[src/rtl/tdp_ram_pkg.sv]
// True dual-port RAM shared types.
// Read-during-write modes and address helpers.
package tdp_ram_pkg;

    typedef enum logic [1:0] {
        READ_FIRST,
        WRITE_FIRST,
        NO_CHANGE
    } read_mode_e;

    function automatic logic addr_in_range(
        input int unsigned addr,
        input int unsigned depth
    );
        return addr < depth;
    endfunction

endpackage

[src/rtl/true_dual_port_ram_if.sv]
// Two-port RAM bus bundle.
// Master drives accesses, slave returns data and flags.
interface tdp_ram_if #(
    parameter int DATA_W = 8,
    parameter int ADDR_W = 4
);
    logic              en_a_i;
    logic              we_a_i;
    logic [ADDR_W-1:0] addr_a_i;
    logic [DATA_W-1:0] data_a_i;
    logic [DATA_W-1:0] data_a_o;
    logic              valid_a_o;
    logic              en_b_i;
    logic              we_b_i;
    logic [ADDR_W-1:0] addr_b_i;
    logic [DATA_W-1:0] data_b_i;
    logic [DATA_W-1:0] data_b_o;
    logic              valid_b_o;
    logic              collision_o;

    modport master (
        output en_a_i, we_a_i, addr_a_i, data_a_i,
        output en_b_i, we_b_i, addr_b_i, data_b_i,
        input  data_a_o, valid_a_o,
        input  data_b_o, valid_b_o,
        input  collision_o
    );

    modport slave (
        input  en_a_i, we_a_i, addr_a_i, data_a_i,
        input  en_b_i, we_b_i, addr_b_i, data_b_i,
        output data_a_o, valid_a_o,
        output data_b_o, valid_b_o,
        output collision_o
    );
endinterface

[src/rtl/tdp_ram_port.sv]
// One RAM read port: read-during-write select,
// output register and optional pipeline stage.
module tdp_ram_port
    import tdp_ram_pkg::*;
#(
    parameter int         DATA_W    = 8,
    parameter read_mode_e READ_MODE = READ_FIRST,
    parameter int         OUT_REG   = 0
) (
    input  logic              clk_i,
    input  logic              rst_ni,
    input  logic              en,
    input  logic              we,
    input  logic [DATA_W-1:0] wdata,
    input  logic [DATA_W-1:0] rdata,
    output logic [DATA_W-1:0] data_o,
    output logic              valid_o
);

    logic              upd;
    logic [DATA_W-1:0] s1_data_d;
    logic [DATA_W-1:0] s1_data_q;
    logic              s1_valid_q;

    // Pick the word this access reports, or suppress it.
    always_comb begin
        upd       = en;
        s1_data_d = rdata;
        if (en && we) begin
            unique case (READ_MODE)
                WRITE_FIRST: s1_data_d = wdata;
                NO_CHANGE:   upd       = 1'b0;
                default:     s1_data_d = rdata;
            endcase
        end
    end

    // First output register; holds data when idle.
    always_ff @(posedge clk_i or negedge rst_ni) begin
        if (!rst_ni) begin
            s1_data_q  <= '0;
            s1_valid_q <= 1'b0;
        end else begin
            s1_valid_q <= upd;
            if (upd) begin
                s1_data_q <= s1_data_d;
            end
        end
    end

    if (OUT_REG != 0) begin : g_pipe
        logic [DATA_W-1:0] s2_data_q;
        logic              s2_valid_q;

        // Extra stage; drains even while the port is idle.
        always_ff @(posedge clk_i or negedge rst_ni) begin
            if (!rst_ni) begin
                s2_data_q  <= '0;
                s2_valid_q <= 1'b0;
            end else begin
                s2_valid_q <= s1_valid_q;
                if (s1_valid_q) begin
                    s2_data_q <= s1_data_q;
                end
            end
        end

        assign data_o  = s2_data_q;
        assign valid_o = s2_valid_q;
    end else begin : g_direct
        assign data_o  = s1_data_q;
        assign valid_o = s1_valid_q;
    end

endmodule

[src/rtl/true_dual_port_ram.sv]
// True dual-port RAM: storage, port-A-priority
// write arbitration and the collision flag.
module true_dual_port_ram
    import tdp_ram_pkg::*;
#(
    parameter int         DATA_W    = 8,
    parameter int         DEPTH     = 16,
    parameter int         ADDR_W    = $clog2(DEPTH),
    parameter read_mode_e READ_MODE = READ_FIRST,
    parameter int         OUT_REG   = 0
) (
    input logic     clk_i,
    input logic     rst_ni,
    tdp_ram_if.slave bus
);

    logic [DATA_W-1:0] mem_q [DEPTH];
    logic              run_q;
    logic              coll_q;

    logic              acc_a;
    logic              acc_b;
    logic              in_a;
    logic              in_b;
    logic              wr_a;
    logic              wr_b;
    logic              same;
    logic              coll_d;
    logic [DATA_W-1:0] rd_a;
    logic [DATA_W-1:0] rd_b;

    assign acc_a = run_q & bus.en_a_i;
    assign acc_b = run_q & bus.en_b_i;
    assign in_a  = addr_in_range(32'(bus.addr_a_i), DEPTH);
    assign in_b  = addr_in_range(32'(bus.addr_b_i), DEPTH);
    assign same  = bus.addr_a_i == bus.addr_b_i;

    assign wr_a   = acc_a & bus.we_a_i & in_a;
    assign coll_d = wr_a & acc_b & bus.we_b_i & in_b & same;
    assign wr_b   = acc_b & bus.we_b_i & in_b & ~coll_d;

    assign rd_a = in_a ? mem_q[bus.addr_a_i] : '0;
    assign rd_b = in_b ? mem_q[bus.addr_b_i] : '0;

    // Ignore the first edge after reset release.
    always_ff @(posedge clk_i or negedge rst_ni) begin
        if (!rst_ni) begin
            run_q <= 1'b0;
        end else begin
            run_q <= 1'b1;
        end
    end

    // Storage; A wins when both hit one word.
    always_ff @(posedge clk_i or negedge rst_ni) begin
        if (!rst_ni) begin
            for (int i = 0; i < DEPTH; i++) begin
                mem_q[i] <= '0;
            end
        end else begin
            if (wr_a) begin
                mem_q[bus.addr_a_i] <= bus.data_a_i;
            end
            if (wr_b) begin
                mem_q[bus.addr_b_i] <= bus.data_b_i;
            end
        end
    end

    // One-cycle collision pulse, never pipelined.
    always_ff @(posedge clk_i or negedge rst_ni) begin
        if (!rst_ni) begin
            coll_q <= 1'b0;
        end else begin
            coll_q <= coll_d;
        end
    end

    assign bus.collision_o = coll_q;

    tdp_ram_port #(
        .DATA_W   (DATA_W),
        .READ_MODE(READ_MODE),
        .OUT_REG  (OUT_REG)
    ) u_port_a (
        .clk_i  (clk_i),
        .rst_ni (rst_ni),
        .en     (acc_a),
        .we     (bus.we_a_i & in_a),
        .wdata  (bus.data_a_i),
        .rdata  (rd_a),
        .data_o (bus.data_a_o),
        .valid_o(bus.valid_a_o)
    );

    tdp_ram_port #(
        .DATA_W   (DATA_W),
        .READ_MODE(READ_MODE),
        .OUT_REG  (OUT_REG)
    ) u_port_b (
        .clk_i  (clk_i),
        .rst_ni (rst_ni),
        .en     (acc_b),
        .we     (bus.we_b_i & in_b),
        .wdata  (bus.data_b_i),
        .rdata  (rd_b),
        .data_o (bus.data_b_o),
        .valid_o(bus.valid_b_o)
    );

endmodule

[src/flat_wrapper.sv]
// flat-port wrapper written by rule: the top's interface ports become plain ports
module true_dual_port_ram_flat import tdp_ram_pkg::*;
#(
    parameter int         DATA_W    = 8,
    parameter int         DEPTH     = 16,
    parameter int         ADDR_W    = $clog2(DEPTH),
    parameter read_mode_e READ_MODE = READ_FIRST,
    parameter int         OUT_REG   = 0
)
  (clk_i, rst_ni, bus_en_a_i, bus_we_a_i, bus_addr_a_i, bus_data_a_i, bus_en_b_i, bus_we_b_i, bus_addr_b_i, bus_data_b_i, bus_data_a_o, bus_valid_a_o, bus_data_b_o, bus_valid_b_o, bus_collision_o);
  tdp_ram_if #(.DATA_W(DATA_W), .ADDR_W(ADDR_W)) bus_i ();
  input logic clk_i;
  input logic rst_ni;
  input wire logic [$bits(bus_i.en_a_i)-1:0] bus_en_a_i;
  input wire logic [$bits(bus_i.we_a_i)-1:0] bus_we_a_i;
  input wire logic [$bits(bus_i.addr_a_i)-1:0] bus_addr_a_i;
  input wire logic [$bits(bus_i.data_a_i)-1:0] bus_data_a_i;
  input wire logic [$bits(bus_i.en_b_i)-1:0] bus_en_b_i;
  input wire logic [$bits(bus_i.we_b_i)-1:0] bus_we_b_i;
  input wire logic [$bits(bus_i.addr_b_i)-1:0] bus_addr_b_i;
  input wire logic [$bits(bus_i.data_b_i)-1:0] bus_data_b_i;
  output wire logic [$bits(bus_i.data_a_o)-1:0] bus_data_a_o;
  output wire logic [$bits(bus_i.valid_a_o)-1:0] bus_valid_a_o;
  output wire logic [$bits(bus_i.data_b_o)-1:0] bus_data_b_o;
  output wire logic [$bits(bus_i.valid_b_o)-1:0] bus_valid_b_o;
  output wire logic [$bits(bus_i.collision_o)-1:0] bus_collision_o;
  assign bus_i.en_a_i = bus_en_a_i;
  assign bus_i.we_a_i = bus_we_a_i;
  assign bus_i.addr_a_i = bus_addr_a_i;
  assign bus_i.data_a_i = bus_data_a_i;
  assign bus_i.en_b_i = bus_en_b_i;
  assign bus_i.we_b_i = bus_we_b_i;
  assign bus_i.addr_b_i = bus_addr_b_i;
  assign bus_i.data_b_i = bus_data_b_i;
  assign bus_data_a_o = bus_i.data_a_o;
  assign bus_valid_a_o = bus_i.valid_a_o;
  assign bus_data_b_o = bus_i.data_b_o;
  assign bus_valid_b_o = bus_i.valid_b_o;
  assign bus_collision_o = bus_i.collision_o;
  true_dual_port_ram #(.DATA_W(DATA_W), .DEPTH(DEPTH), .ADDR_W(ADDR_W), .READ_MODE(READ_MODE), .OUT_REG(OUT_REG)) u_core (.clk_i(clk_i), .rst_ni(rst_ni), .bus(bus_i));
endmodule
[config.mk]
export PLATFORM = sky130hd
export DESIGN_NAME = true_dual_port_ram_flat
export DESIGN_NICKNAME = d
export VERILOG_FILES = /design/src/rtl/tdp_ram_pkg.sv /design/src/rtl/true_dual_port_ram_if.sv /design/src/rtl/tdp_ram_port.sv /design/src/rtl/true_dual_port_ram.sv /design/src/flat_wrapper.sv
export SDC_FILE = /design/constraint.sdc
export NUM_CORES = 1
export LEC_CHECK = 0
export ABC_AREA = 1
export CORE_ASPECT_RATIO = 0.7
export CORE_MARGIN = 2
export CORE_UTILIZATION = 35
export CTS_BUF_LIST = sky130_fd_sc_hd__clkbuf_16
export DETAILED_ROUTE_END_ITERATION = 10
export PLACE_DENSITY = 0.59
export SLEW_MARGIN = 5
export SYNTH_ARGS = -nofsm -noshare
export SYNTH_HDL_FRONTEND = slang
export SYNTH_HIERARCHICAL = 1
export SYNTH_SLANG_ARGS = --single-unit
[constraint.sdc]
create_clock -name clk_i -period 1.7 [get_ports clk_i]
set_input_delay 0.34 -clock clk_i [delete_from_list [all_inputs] [get_ports clk_i]]
set_output_delay 0.34 -clock clk_i [all_outputs]
set_load 0.02 [all_outputs]
==> parameters.txt, run 1 <==
Parameter                              Value

Status
  Run status    finished, final reports clean

Clocking
  Count of clock tree sinks    148
  Number of buffers on the longest clock path    2
  Worst skew pair latency    460 ps
  Clk slew on worst S/H paths    70 ps
  CTS Buf Count    17
  Clock root cell    sky130_fd_sc_hd__clkbuf_16
  CTS tree    built
  H-tree lvl count    4

Routing
  Iter 0 DRT Violations    1489
  Number of nets with antenna violations after routing    0
  Drt drc    0
  Wire length reported by the detailed router    41.9 mm
  Via Count    around 11k
  Drt pass-1 iters    6
  Average via count per standard cell    5.68
  Routed length per instance    21.1 um

Floorplanning
  Vertical die dimension    144 um
  DIE WIDTH    203 um
  Row count    51
  Initial core utilization    35.3%
  CORE AREA    0.0276 sq mm
  Die footprint    just under 0.03 sq mm
  IO Pins    49

Logic synthesis
  Synth Instances    1470
  Register bit total from synthesis    148
  Avg Inst Size Synth    6.62 sq um
  Area share of the largest cell type after synthesis    38.1%
  Synth top area cells    sky130_fd_sc_hd__dfrtp_1 (38%), sky130_fd_sc_hd__nand2_1 (25%), sky130_fd_sc_hd__nand4_1 (12%)
  Sequential fraction of the synthesis area    38.1%
  Synth Area in Compound Gates    9.05%
  Portion of netlist area occupied by mux cells    0%
  Adder and majority gate portion of the synthesized area    0%
  Mapped Area    0.00973 sq mm
  Main combinational cell family by area after synthesis    simple AND/OR/NAND/NOR gates
  Synth unique cells    20
  Mapped Nets    about 1.5k
  Dominant cell type by area after synthesis    sky130_fd_sc_hd__dfrtp_1
  YS warnings    6
  Simple-Gate Fraction of Synth Area    45.8%
  XOR/XNOR share of the synthesized area    0%

Global route
  Pin count of the biggest net entering global routing    37
  First-pass GRT wire length    63.0 mm
  Remaining global-route overflow    0
  Number of global-route vias before repair    9963
  Global-route usage over all layers    29.1%
  Antenna violations before repair    0

Critical path
  CP startpoint kind    input pin
  Flop-to-flop setup slack    roughly 80 ps
  Top fanout value on the critical path    20
  Critical path origin    bus_addr_a_i[2]
  Critical-path cell with the highest stage delay    sky130_fd_sc_hd__clkdlybuf4s50_1
  Max stage delay on crit path    530 ps
  Worst path required time    2090 ps
  End of the worst register-to-register path    u_core/mem_q[39]
  CP endpoint kind    register
  Critical Path Most Common Cell    sky130_fd_sc_hd__nand2_1
  Length in cells of the worst reg-to-reg path    11
  Number of gates on the worst path with buffers counted    11
  Arrival @ worst endpoint    2030 ps
  Worst path top cell family by delay    buffers and inverters
  Endpoint of the worst setup timing path    u_core/mem_q[64]
  Critical register-to-register path startpoint    u_core/run_q
  Worst path buffer plus inverter count    4
  Crit path cell chain    clkdlybuf4s50_1 -> inv_2 -> nand2_1 -> nand2_1 -> nor2_2 -> nand3_4 -> buf_12 -> buf_12 -> nand3_4 -> nand2_1 -> nand2_1
  Kind of critical path    in2reg

Power
  Switching power    0.00430 W
  Maximum VDD drop    0.667 mV
  Switching share of total power    33.9%
  Leak pwr    slightly above 6 nW
  Share of power burned in the clock network    a little over a third
  Logic gate share of total power    between 20% and 30%
  Part of the total power dissipated in sequential elements    39.3%
  Power density cells    around 990 mW/mm^2
  Power Internal    0.00837 W

STA
  Count of final hold-check violations    0
  Fraction of the cycle the final worst path needs    96.1%
  Setup repair after global routing missed its margin    yes
  Hold_ws    between 300 and 400 ps
  Max Clock Skew    10.9 ps
  Final count of negative-setup-slack endpoints    0
  Final number of max-transition violations    0
  Final critical-path required period    1630 ps
  Maximum achievable frequency    0.612 GHz
  Worst setup margin    ~66 ps

Final layout
  Commonest non-fill, non-tap cell in the layout    sky130_fd_sc_hd__nand2_1
  Final net count    1634
  Ratio of cells with drive above 1 in the final layout    between 10% and 20%
  Most frequent cells in the layout    sky130_fd_sc_hd__nand2_1 (636), sky130_fd_sc_hd__nand4_1 (192), sky130_fd_sc_hd__dfrtp_1 (148), sky130_fd_sc_hd__buf_4 (127), sky130_fd_sc_hd__nand3_1 (101)
  Finished Layout Cells    a little under 2k
  Util after Layout    46.3%
  Layout area overhead    31.2%
  Count of inserted antenna diode cells    0
  Final-layout fill cell count    2837

Place
  Post-Place Setup Slack    -537 ps
  Placed Cells incl. Taps    1946
  Number of buffer cells added on primary ports    48
  Routability cong.    1.04
  Dpl hpwl    29.1 mm

Worst hold path
  Type of the worst min-delay path    in2async

Run
  Max-cap check violation count    0
## Yosys cell counts (all sizes together)
library cell / number
inv: 46
nor2: 31
buf: 64
nand3: 115
nand4: 192
conb: 1
clkbuf: 50
dfrtp: 148
o21ai: 176
nand2: 647
## timing repair
action / 4_1_cts / 5_1_grt
hold buffers: 1 / 0
resized for setup: 28 / 50
pin swaps: 3 / 16
endpoints found under the setup margin: 90 / 134
setup buffers: 0 / 4
gates cloned: 0 / 5
hold endpoints to repair: 26 / 0
## metrics by stage
step | setup TNS [ps] | cell area, sq um | total power (W)
2_1_floorplan | 0 | 9730 | 0.00661
3_3_place_gp | -67120 | 11800 | 0.00807
3_5_place_dp | -68410 | 11800 | 0.00812
4_1_cts | -12.8 | 12500 | 0.0126
5_1_grt | -0.715 | 12800 | 0.0133
6_report | 0 | 12800 | 0.0127
## logic make-up after synthesis
group	after synthesis
and+or+nand+nor	985
AOI/OAI and AO/OA	176
buffers and inverters	160
DFF	148
other	1
## layer usage
layer  global-route usage, %  vias up  share of wire [%]
met5                       0        -                  0
met4                    8.53        0                2.3
met3                    8.87       82                 12
met2                    39.9      657                 40
li1                        -     5251                  -
met1                    43.1     5297                 45
## worst min-delay path by stage
stage	end	slack [ps]	cells after the start
2_1_floorplan	u_core/bus.collision_o	40	0
3_3_place_gp	u_core/mem_q[96]	270	1
3_5_place_dp	u_core/mem_q[115]	270	1
4_1_cts	u_core/mem_q[115]	330	2
5_1_grt	u_core/mem_q[115]	370	2
6_report	u_core/mem_q[115]	350	2
## layout make-up
type	instances	area [sq um]	area share [%]
multi-input combinational	1162	5450	42.7
timing repair buffer	229	2280	17.9
tap	371	464	3.63
clock buffer	17	425	3.33
inverter	46	183	1.43
clock inverter	15	262	2.05
sequential	148	3700	29.0
## power groups by stage
stage / Clock (W) / Combinational, W / Sequential, W
floorplan: 0 / 0.00180 / 0.00481
detailed placement: 0 / 0.00311 / 0.00500
global route: 0.00472 / 0.00352 / 0.00505
finish: 0.00451 / 0.00318 / 0.00498
global placement: 0 / 0.00307 / 0.00500
CTS: 0.00458 / 0.00307 / 0.00495
## sequential cells by signal (all words and copies together) (netlist names)
signal                   cells
u_core/u_port_b/valid_o      1
u_core/bus.collision_o       1
u_core/run_q                 1
u_core/u_port_a/valid_o      1
u_core/u_port_b/data_o       8
u_core/u_port_a/data_o       8
u_core/mem_q               128
Note: power is estimated with default switching activity, not from simulation.
==> run 2, diff against run 1 <==
--- a/config.mk
+++ b/config.mk
@@ -6,13 +6,14 @@
 export NUM_CORES = 1
 export LEC_CHECK = 0
 export ABC_AREA = 1
+export CAP_MARGIN = 25
 export CORE_ASPECT_RATIO = 0.7
 export CORE_MARGIN = 2
-export CORE_UTILIZATION = 35
+export CORE_UTILIZATION = 43
 export CTS_BUF_LIST = sky130_fd_sc_hd__clkbuf_16
 export DETAILED_ROUTE_END_ITERATION = 10
-export PLACE_DENSITY = 0.59
-export SLEW_MARGIN = 5
+export PLACE_DENSITY = 0.68
+export SLEW_MARGIN = 20
 export SYNTH_ARGS = -nofsm -noshare
 export SYNTH_HDL_FRONTEND = slang
 export SYNTH_HIERARCHICAL = 1
==> parameters.txt, run 2 (synthesized netlist as in run 1, its figures left out) <==
Parameter                              Value

Status
  Run status    finished, final reports clean

Power
  Switching power    0.00424 W (-1.4%)
  Leak pwr    6.00 nW (-1.9%)
  Logic gate share of total power    25.7% (+0.6 points)
  Power density cells    981 mW/mm^2 (-1.1%)
  Part of the total power dissipated in sequential elements    40.5% (+1.2 points)
  Maximum VDD drop    0.754 mV (+13%)
  Switching share of total power    34.6% (+0.62 points)
  Share of power burned in the clock network    33.7% (-1.9 points)
  Power Internal    0.00803 W (-4.1%)

Final layout
  Final Cell Area    0.0125 sq mm (-2.1%)
  Final-layout fill cell count    2160 (-24%)
  Register ranked first by flip-flop count    u_core/mem_q
  Ratio of cells with drive above 1 in the final layout    16.7% (-0.42 points)
  Most frequent cells in the layout    sky130_fd_sc_hd__nand2_1 (639), sky130_fd_sc_hd__nand4_1 (192), sky130_fd_sc_hd__dfrtp_1 (147), sky130_fd_sc_hd__buf_4 (143), sky130_fd_sc_hd__nand3_1 (99)
  Largest register FFs    128 (unchanged)
  Commonest non-fill, non-tap cell in the layout    sky130_fd_sc_hd__nand2_1
  Combined area of the multi-input logic cells    0.00551 sq mm (+1.1%)
  Layout area overhead    28.4%
  Final net count    1630 (-0.24%)
  Count of inserted antenna diode cells    0 (unchanged)
  Register cell area after layout    0.00370 sq mm (about the same)

Clocking
  Clk slew on worst S/H paths    60 ps (about the same)
  Worst skew pair latency    450 ps (about the same)
  CTS Buf Count    17 (unchanged)
  Number of buffers on the longest clock path    2 (unchanged)
  Count of clock tree sinks    148 (unchanged)
  H-tree lvl count    4 (unchanged)
  Clock root cell    sky130_fd_sc_hd__clkbuf_16
  CTS tree    built

Global route
  Global-route usage over all layers    35.7% (+6.7 points)
  Pin count of the biggest net entering global routing    44 (+19%)
  Number of global-route vias before repair    10.1k (+1.6%)
  First-pass GRT wire length    63.1 mm (+0.15%)
  Remaining global-route overflow    0 (unchanged)
  Antenna violations before repair    0 (unchanged)

Critical path
  Worst path required time    2030 ps (-60 ps)
  Top fanout value on the critical path    29 (+45%)
  Length in cells of the worst reg-to-reg path    10 (-1)
  CP endpoint kind    register
  Kind of critical path    in2reg
  Arrival @ worst endpoint    1970 ps (-60 ps)
  CP startpoint kind    input pin

Routing
  Average via count per standard cell    6.02 (+6.0%)
  Drt drc    0 (unchanged)
  Iter 0 DRT Violations    1663 (+12%)
  Via Count    11.4k (+1.2%)
  Routed length per instance    21.8 um (+3.6%)
  Number of nets with antenna violations after routing    0 (unchanged)
  Drt pass-1 iters    6 (unchanged)
  Wire length reported by the detailed router    41.4 mm (-1.1%)

STA
  Count of final hold-check violations    0 (unchanged)
  Final count of negative-setup-slack endpoints    0 (unchanged)
  Final total negative setup slack    0 ps (unchanged)
  Final critical-path required period    1640 ps (+4.04 ps)
  Maximum achievable frequency    0.610 GHz (-0.25%)
  Fraction of the cycle the final worst path needs    96.4% (+0.24 points)
  Worst setup margin    61.7 ps (-4.04 ps)
  Final number of max-transition violations    0 (unchanged)
  Max Clock Skew    12.5 ps (+1.51 ps)

Floorplanning
  CORE AREA    0.0224 sq mm (-19%)
  DIE WIDTH    184 um (-9.6%)
  Vertical die dimension    130 um (-9.5%)
  Row count    46 (-9.8%)
  Die footprint    0.0239 sq mm (-18%)
  IO Pins    49 (unchanged)
  Initial core utilization    43.4% (+8.1 points)

Place
  Area of placed instances    0.0116 sq mm (-1.6%)
  Dpl hpwl    28.8 mm (-0.94%)
  Number of buffer cells added on primary ports    48 (unchanged)
  Routability cong.    1.07 (+3.5%)
  Post-Place Setup Slack    -531 ps (+5.47 ps)

Run
  Max-cap check violation count    0 (unchanged)

Worst hold path
  Type of the worst min-delay path    in2async
==> run 2: power by group through the flow <==
| stage | sequential [W] | clock (W) | combinational [W] |
|---|---|---|---|
| after floorplan | 0.00481 | 0 | 0.00180 |
| after CTS | 0.00494 | 0.00415 | 0.00304 |
| after detailed placement | 0.00500 | 0 | 0.00308 |
| after global placement | 0.00498 | 0 | 0.00303 |
| final | 0.00497 | 0.00414 | 0.00315 |
| after global routing | 0.00505 | 0.00433 | 0.00349 |
==> run 2: path summary, 6_finish.rpt <==
kind,startpoint,to,slack (ps)
min in group clk_i,u_core/u_port_b/data_o[2],u_core/u_port_b/data_o[2],470
min reg2reg,u_core/u_port_b/data_o[2],u_core/u_port_b/data_o[2],470
max reg2reg,u_core/run_q,u_core/mem_q[39],100
max,bus_addr_a_i[2],u_core/mem_q[31],60
max in group asynchronous,rst_ni,u_core/mem_q[9],680
min,rst_ni,u_core/mem_q[100],390
==> run 2: area by class of cell <==
cell class | count | area share (%)
clock buffer | 17 | 3.40
clock inverter | 12 | 1.52
inverter | 46 | 1.49
multi-input combinational | 1162 | 44.1
sequential | 148 | 29.6
tap | 288 | 2.88
timing repair buffer | 225 | 16.9
==> run 2: per-layer routing <==
metal / vias up / track usage (%) / wire length, um
met5: - / 0 / 0
met1: 5322 / 53.1 / 18100
li1: 5253 / - / -
met2: 741 / 49.5 / 16800
met4: 0 / 13.4 / 1360
met3: 107 / 9.15 / 5180
==> run 2: what timing repair did <==
item / CTS / global route
resized for setup: 29 / 46
setup endpoints to repair: 56 / 141
hold buffers: 1 / 0
pin swaps: 1 / 10
endpoints found under the hold margin: 38 / 0
setup buffers: 0 / 5
cloned: 0 / 1
==> run 2: metrics by stage <==
step / std cells / hold slack, ps / total power [W] / utilization, %
floorplan: 1470 / 44.4 / 0.00661 / -
global placement: 1862 / 304 / 0.00801 / 51.8
detailed placement: 1862 / 304 / 0.00808 / 51.8
CTS: 1892 / 394 / 0.0121 / 54.7
global route: 1898 / 421 / 0.0129 / 55.7
finish: 1898 / 390 / 0.0123 / 55.7
==> run 2: critical path: stages <==
cell,delay [ps]
sky130_fd_sc_hd__clkdlybuf4s50_1,570
sky130_fd_sc_hd__inv_2,50
sky130_fd_sc_hd__nand2_1,70
sky130_fd_sc_hd__nand2_1,110
sky130_fd_sc_hd__nor2_2,150
sky130_fd_sc_hd__nand3_4,120
sky130_fd_sc_hd__buf_12,210
sky130_fd_sc_hd__buf_4,180
sky130_fd_sc_hd__nand4_1,70
sky130_fd_sc_hd__nand2_1,70
